$ cat src/rtl/fifo_word_serializer.sv
// Drains 32-bit words from the upstream FIFO and replays each one as four
// bytes on a valid/ready byte stream, tracking completed words and read faults.
module fifo_word_serializer #(
   parameter bit MSB_FIRST = 1'b0
) (
   input  logic        clk,
   input  logic        reset,
   input  logic        fifo_empty,
   input  logic [31:0] fifo_d_out,
   input  logic        fifo_rd_ack,
   input  logic        fifo_rd_err,
   output logic        fifo_rd_en,
   output logic [7:0]  byte_out,
   output logic        byte_valid,
   output logic        byte_last,
   input  logic        byte_ready,
   output logic        busy,
   output logic [15:0] word_count,
   output logic        rd_fault
);

   typedef enum logic [1:0] {
      ST_IDLE = 2'd0,
      ST_REQ  = 2'd1,
      ST_WAIT = 2'd2,
      ST_SEND = 2'd3
   } state_t;

   state_t      state_q, state_d;
   logic [1:0]  idx_q, idx_d;
   logic [31:0] word_q, word_d;
   logic [15:0] word_count_q, word_count_d;
   logic        rd_fault_q, rd_fault_d;
   logic        accept;

   function automatic logic [7:0] select_byte(input logic [31:0] w, input logic [1:0] i);
      logic [1:0] pos;
      pos = MSB_FIRST ? (2'd3 - i) : i;
      case (pos)
         2'd0:    select_byte = w[7:0];
         2'd1:    select_byte = w[15:8];
         2'd2:    select_byte = w[23:16];
         default: select_byte = w[31:24];
      endcase
   endfunction

   assign accept = (state_q == ST_SEND) && byte_ready;

   always_comb begin
      state_d      = state_q;
      idx_d        = idx_q;
      word_d       = word_q;
      word_count_d = word_count_q;
      rd_fault_d   = 1'b0;
      case (state_q)
         ST_IDLE: begin
            if (!fifo_empty) state_d = ST_REQ;
         end
         ST_REQ: begin
            state_d = ST_WAIT;
         end
         ST_WAIT: begin
            // Ack has priority over err; an error and a missing ack both fault.
            if (fifo_rd_ack) begin
               word_d  = fifo_d_out;
               idx_d   = 2'd0;
               state_d = ST_SEND;
            end else begin
               rd_fault_d = fifo_rd_err | ~fifo_rd_ack;
               state_d    = ST_IDLE;
            end
         end
         ST_SEND: begin
            if (accept) begin
               idx_d = idx_q + 2'd1;
               if (idx_q == 2'd3) begin
                  word_count_d = word_count_q + 16'd1;
                  state_d      = fifo_empty ? ST_IDLE : ST_REQ;
               end
            end
         end
         default: state_d = ST_IDLE;
      endcase
   end

   always_ff @(posedge clk) begin
      if (reset) begin
         state_q      <= ST_IDLE;
         idx_q        <= 2'd0;
         word_q       <= 32'd0;
         word_count_q <= 16'd0;
         rd_fault_q   <= 1'b0;
      end else begin
         state_q      <= state_d;
         idx_q        <= idx_d;
         word_q       <= word_d;
         word_count_q <= word_count_d;
         rd_fault_q   <= rd_fault_d;
      end
   end

   // All outputs decode registered state, so none depends combinationally on inputs.
   assign fifo_rd_en = (state_q == ST_REQ);
   assign byte_valid = (state_q == ST_SEND);
   assign byte_last  = (state_q == ST_SEND) && (idx_q == 2'd3);
   assign byte_out   = (state_q == ST_SEND) ? select_byte(word_q, idx_q) : 8'h00;
   assign busy       = (state_q != ST_IDLE);
   assign word_count = word_count_q;
   assign rd_fault   = rd_fault_q;

endmodule

$ cat config.mk
export PLATFORM = sky130hd
export DESIGN_NAME = fifo_word_serializer
export DESIGN_NICKNAME = d
export VERILOG_FILES = /design/src/rtl/fifo_word_serializer.sv
export SDC_FILE = /design/constraint.sdc
export NUM_CORES = 1
export LEC_CHECK = 0
export CELL_PAD_IN_SITES_DETAIL_PLACEMENT = 1
export CELL_PAD_IN_SITES_GLOBAL_PLACEMENT = 1
export CORE_ASPECT_RATIO = 1.75
export CORE_MARGIN = 8
export CORE_UTILIZATION = 34
export DETAILED_ROUTE_END_ITERATION = 6
export PLACE_DENSITY = 0.9
export SLEW_MARGIN = 20
export SYNTH_ARGS = -nofsm -noshare
export SYNTH_HDL_FRONTEND = slang
export SYNTH_SLANG_ARGS = --single-unit
$ cat constraint.sdc
create_clock -name clk -period 2 [get_ports clk]
set_input_delay 0.5 -clock clk [delete_from_list [all_inputs] [get_ports clk]]
set_output_delay 0.5 -clock clk [all_outputs]
set_load 0.03 [all_outputs]
==> metrics.md <==
| Metric | Value |
|---|---|
| Port Buf Inserts | `65` |
| #FFs+latches synth | `53` |
| Critical Path Sink Type | `output pin` |
| Most frequent cells in the layout | `70 x nand2_1, 52 x clkdlybuf4s50_1, 51 x dfxtp_1` |
| Total power per unit cell area | `609 mW/mm2` |
| CTS tree | `built` |
| Remaining DRCs | `0` |
| Most used DFF post-synth | `dfxtp_1` |
| Least-Margin Pin Slew | `0.529 ns` |
| H-tree depth | `2` |
| P&R area growth vs syn | `57.7%` |
| Failing checks | `negative setup slack` |
| Total Die Area | `0.00980 mm2` |
| Initial Utilization | `34.5%` |
| Post-DRT Antenna Nets | `0` |
| Clock share of power | `about two fifths` |
| P_int | `1.71 mW` |
| Overflow after GRT | `0` |
| Worst Path Max Fanout | `5` |
| TritonCTS Buffers | `5` |
| Final hold violation count | `0` |
| Leakage | `1.28 nW` |
| RSZ-0062 raised after global routing | `true` |
| Slew margin rel. | `64.7%` |
| CTS root buf | `clkbuf_16` |
| # placed instances | `448` |
| FP Rows | `40` |
| Hold-fix buffers at CTS | `0` |
| Post-synth ARST share | `0%` |
| Core Area | `0.00671 mm2` |
| Clock Pin Slew Worst Setup and Hold Paths | `about 0.060 ns` |
| DR iter-0 viols | `156` |
| Maximum vdd drop | `0.000393 V` |
| Post-synthesis compound-gate area fraction | `15.5%` |
| Sequential power share | `just under 50%` |
| Clk Latency, worst-skew pair | `~0.29 ns` |
| R2r worst-path depth | `9` |
| Yosys warning count | `0` |
| CP Data Arrival Time | `slightly above 2 ns` |
| Pwr Total | `2.22 mW` |
| Dpl hpwl | `5.91 mm` |
| Most common cell after layout, fill and taps aside | `nand2_1` |
| Req. time, crit path | `around 1.5 ns` |
| Post-route worst setup slack | `-0.547 ns` |
| Drt wl/cell | `18.2 um` |
| Gate Count Post-Synth | `297` |
| Simple-gate portion of the synthesized area | `27.6%` |
| XOR/XNOR Fraction of Synth Area | `2.65%` |
| Worst setup SP type | `flip-flop` |
| Post-route design area | `0.00365 mm2` |
| Comb pwr share | `9.8%` |
| Syn Nets | `340` |
| Fin crit share | `127%` |
| Via density | `5.33` |
| Register area share after synthesis | `about 46%` |
| Fin cells | `464` |
| Adder-Cell Fraction of Synth Area | `between 2 and 3%` |
| Crit path launch | `idx_q[1]` |
| Fill cells | `798` |
| Crit path capture | `byte_out[6]` |
| Antenna cell count | `0` |
| Max clock buf depth | `2` |
| Worst Skew | `0.00672 ns` |
| Slew Limit Fails | `0` |
| Netlist Area Pre-Place | `0.00231 mm2` |
| Average size of a mapped cell | `between 7 and 8 um2` |
| Max Freq | `393 MHz` |
| Min cycle time layout | `2.55 ns` |
| Routability Congestion | `0.806` |
| Status | `complete, but fails checks` |
| Die height | `125 um` |
| Die Width | `78.4 um` |
| GRT Overall Usage | `roughly 17%` |
| Final nets | `422` |
| Largest family of logic cells by synthesized area | `simple AND/OR/NAND/NOR gates` |
| Flop-to-flop setup slack | `-0.21 ns` |
| Post-synth EDFFs | `0` |
| Clk sinks | `between 50 and 60` |
| I/O pin total | `67` |
| Max Cap Viol | `0` |
| Drt pass-1 iters | `4` |
| Ratio of cells with drive above 1 in the final layout | `24.7%` |
| Crit path kind | `reg2out` |
| Setup-failing EPs final | `17` |
| Reg2reg end | `word_count[10]` |
| Synth unique cells | `31` |
| Switch share | `between 20 and 25%` |
| Post-synthesis mux area share | `1.46%` |
| FF-to-FF Start | `idx_q[1]` |
| Post-Route WL | `8.44 mm` |
| Via count | `2475` |
| Number of global-route vias before repair | `2701` |
| Largest net degree at the start of global routing | `35` |
| Pre-CTS setup slack | `-0.489 ns` |
| HP Class | `reg2reg` |
| Hold WS | `~0.46 ns` |
| Psw | `0.509 mW` |
| First-pass GRT wire length | `13.0 mm` |
| Cell area after placement | `0.00322 mm2` |
| Initial antenna violation count | `0` |
==> kinds of logic after synthesis <==
family | count (synthesis)
AO/OA/AOI/OAI | 63
XOR/XNOR | 7
adder cells (fa/ha/maj) | 5
buffers and inverters | 25
flip-flops | 53
multiplexers | 3
AND/OR/NAND/NOR | 141
==> metal layers <==
layer,global-route usage (%),up-vias,share of wire [%]
li1,-,1180,-
met1,15.5,1188,34
met2,32.1,83,57
met3,3.16,24,4.6
met4,9.66,0,4.3
met5,0,-,0
==> layout make-up <==
class	count	area [um2]	share of cell area, %
Multi-Input combinational cell	219	1350	37.0
Inverter	4	17.5	0.480
Sequential cell	53	1070	29.3
Clock inverter	1	5.00	0.137
Tap cell	84	105	2.88
Clock buffer	7	153	4.19
Timing Repair Buffer	96	947	26.0
==> synth_stat cells (2+ instances only) <==
master	count	area [um2]
a21oi_1	49	245
a222oi_1	8	80.1
and3_1	2	12.5
buf_2	2	10.0
clkbuf_1	18	67.6
dfxtp_1	53	1060
ha_1	5	62.6
inv_1	4	15.0
mux2_2	3	33.8
nand2_1	71	267
nand3_1	10	50.1
nand4_1	6	37.5
nor2_1	29	109
nor2b_1	5	31.3
nor3_1	4	20.0
o21ai_0	5	25.0
or3_1	4	25.0
xnor2_1	4	35.0
xor2_1	3	26.3
==> per-stage QoR <==
stage | setup TNS [ns] | util [%]
floorplan | 0 | -
global placement | -4.00 | 48.0
detailed placement | -4.94 | 48.0
CTS | -2.92 | 52.6
global route | -5.57 | 54.4
finish | -4.54 | 54.4
==> power by group through the flow <==
stage | clock network, mW | logic [mW] | registers [mW]
after floorplan | 0 | 0.0891 | 1.11
after global placement | 0 | 0.204 | 1.11
after detailed placement | 0 | 0.211 | 1.11
after CTS | 0.928 | 0.215 | 1.09
after global routing | 0.971 | 0.236 | 1.09
final | 0.914 | 0.217 | 1.09
==> sequential cells by signal, indices dropped and copies added, names as in the netlist <==
signal,count
idx_q,2
word_count,16
state_q,2
word_q,32
rd_fault,1
==> worst max-delay path, cell delays in order (launching register included) <==
cell and delay (ns):
dfxtp_4 0.36, buf_6 0.12, ha_4 0.17, buf_6 0.13
a222oi_1 0.47, nor2_1 0.12, a21oi_2 0.21, nor2_4 0.04
buf_6 0.13
==> what timing repair did <==
item	CTS	global route
endpoints found under the setup margin	16	19
pin swaps	15	15
setup buffers	4	6
resized for setup	45	21
endpoints found under the hold margin	0	0
==> worst min-delay path by stage <==
| stage | to | from | depth (start not counted) |
|---|---|---|---|
| floorplan | word_q[0] | word_q[0] | 2 |
| global placement | word_q[26] | word_q[26] | 2 |
| detailed placement | word_q[29] | word_q[29] | 2 |
| CTS | word_q[16] | word_q[16] | 2 |
| global route | word_q[23] | word_q[23] | 2 |
| finish | word_q[23] | word_q[23] | 2 |
(Power assumes the default switching activity.)
==> RTL edit: new RTL, same flow settings <==
Reset style: asynchronous (`reset`), changed in one clocked block.
--- a/src/rtl/fifo_word_serializer.sv
+++ b/src/rtl/fifo_word_serializer.sv
@@ -83,7 +83,7 @@
       endcase
    end
 
-   always_ff @(posedge clk) begin
+   always_ff @(posedge clk or posedge reset) begin
       if (reset) begin
          state_q      <= ST_IDLE;
          idx_q        <= 2'd0;
Check against the original RTL: differs if reset is asserted again (counterexample within 4 cycles, from zero or initial values and one cycle with reset high); with reset held inactive, the same outputs for 10 cycles.
==> RTL edit against the unedited design <==
  * The flow still finishes with violations (setup timing)
  * Setup slack better by 200 ps
  * Routed wire length down 23%
  * Synthesized area up 3.6%
  * Worst hold slack better by 9.2 ps
  * Final area down 5.2%
  * Via count down 29%
  * Sequential cell count unchanged
  * Largest cell class is now registers
Power is not compared: it rests on default switching activity, and its combinational part moved more than twofold at a synthesized area within 25%.
==> RTL edit: results (changes against the unedited design) <==
outcome: finished with violations
failing checks: setup timing
first-pass GRT wire length: 10900 um (-17%)
final setup vio count: 9 (-8)
setup ws final: -345 ps (+202 ps)
First DRT Iteration DRCs: 128 (-18%)
WP data arrival: 1850 ps (-200 ps)
Worst R2R End: word_count[5]$_DFFE_PP0P_
CP startpoint: idx_q[0]$_DFFE_PP0P_
share of layout cells above drive strength 1: 32.6% (+7.8 points)
Mapped Cells: 192 (-35%)
GRT Total Usage: 13.8% (-2.9 points)
register area share after synthesis: 55.3% (+9.5 points)
Synth async-reset ratio: 100% (+100 points)
commonest cells in the synthesized netlist: dfrtp_1, mux2_2, nor2_1
Critical Path Max Stage Delay: 410 ps (-60 ps)
largest net degree at the start of global routing: 54 (+54%)
GP Congestion: 0.781 (-3.1%)
fin cells: 351 (-24%)
WHS Endpoint: word_count[15]$_DFFE_PP0P_
top post-synthesis cells by area: dfrtp_1, mux2_2, xnor2_1
nets: 309 (-27%)
distinct cell type count after synthesis: 29 (-6.5%)
DP HPWL: 4880 um (-17%)
vias in the first global route: 2065 (-24%)
vias: 1765 (-29%)
Primary FF master, synth: dfrtp_1
met1 usage: 14.1% (-1.4 points)
min-delay src: word_count[15]$_DFFE_PP0P_
R2R Setup Slk: 130 ps (+340 ps)
syn_nets: 235 (-31%)
crit path max-delay cell type: dfrtp_1
Least-Margin Pin Slew: 385 ps (-143 ps)
pre-CTS WS: -626 ps (-137 ps)
hold depth: 1 (-1)
clk_skew: 7.38 ps (+0.666 ps)
Post-Place Cells: 342 (-24%)
GR Layer Usage met3: 3.51% (+0.35 points)
[RTL edit: cell types whose count changed in the layout (fill, tap and decap cells not counted), sizes merged, moves of 4 or more]
| cell | before | now |
|---|---|---|
| buf | 41 | 25 |
| xnor2 | 4 | 12 |
| dfxtp | 53 | 0 |
| a21oi | 49 | 9 |
| nor2 | 29 | 18 |
| nand2 | 71 | 7 |
| nor2b | 5 | 1 |
| nand3 | 10 | 5 |
| mux2 | 3 | 33 |
| nand4 | 7 | 3 |
| o21ai | 5 | 1 |
| nor3 | 4 | 0 |
| dfrtp | 0 | 53 |
| or3 | 4 | 0 |
[RTL edit: repair_timing]
| action | in CTS | in global routing |
|---|---|---|
| pin swaps | 9 | 6 |
| gates resized for setup | 51 | 15 |
| buffers inserted | 0 | 1 |
| endpoints found under the setup margin | 25 | 25 |
[RTL edit: cells by family (layout without fill, tap and decap cells)]
kind of cell	after synthesis	in the layout	share of synthesized area [%]
buf+inv	17	92	3.86
mux	33	33	15.5
flops	53	53	55.3
compound gates	21	21	6.52
xor+xnor	15	15	5.79
fa+ha+maj	5	5	2.61
simple gates	48	48	10.4
[RTL edit: final cells by class]
class,count,area [um2]
Timing Repair Buffer,80,811
Clock buffer,6,129
Sequential cell,53,1330
Inverter,4,15.0
Multi-Input combinational cell,122,1060
Clock inverter,2,15.0
Fill cell,712,3400
Tap cell,84,105
[RTL edit: worst max-delay path: cells and delay by family (launching register included)]
kind / cells / cell delay (ps)
buffers and inverters: 2 / 300
AND/OR/NAND/NOR: 2 / 120
AO/OA/AOI/OAI: 2 / 530
flip-flops: 1 / 410
adder cells (fa/ha/maj): 1 / 190
[RTL edit: layer usage]
layer	share of wire, %	wire [um]
met5	0	0
met4	2.2	143
met3	5.4	354
met2	57	3700
met1	36	2320
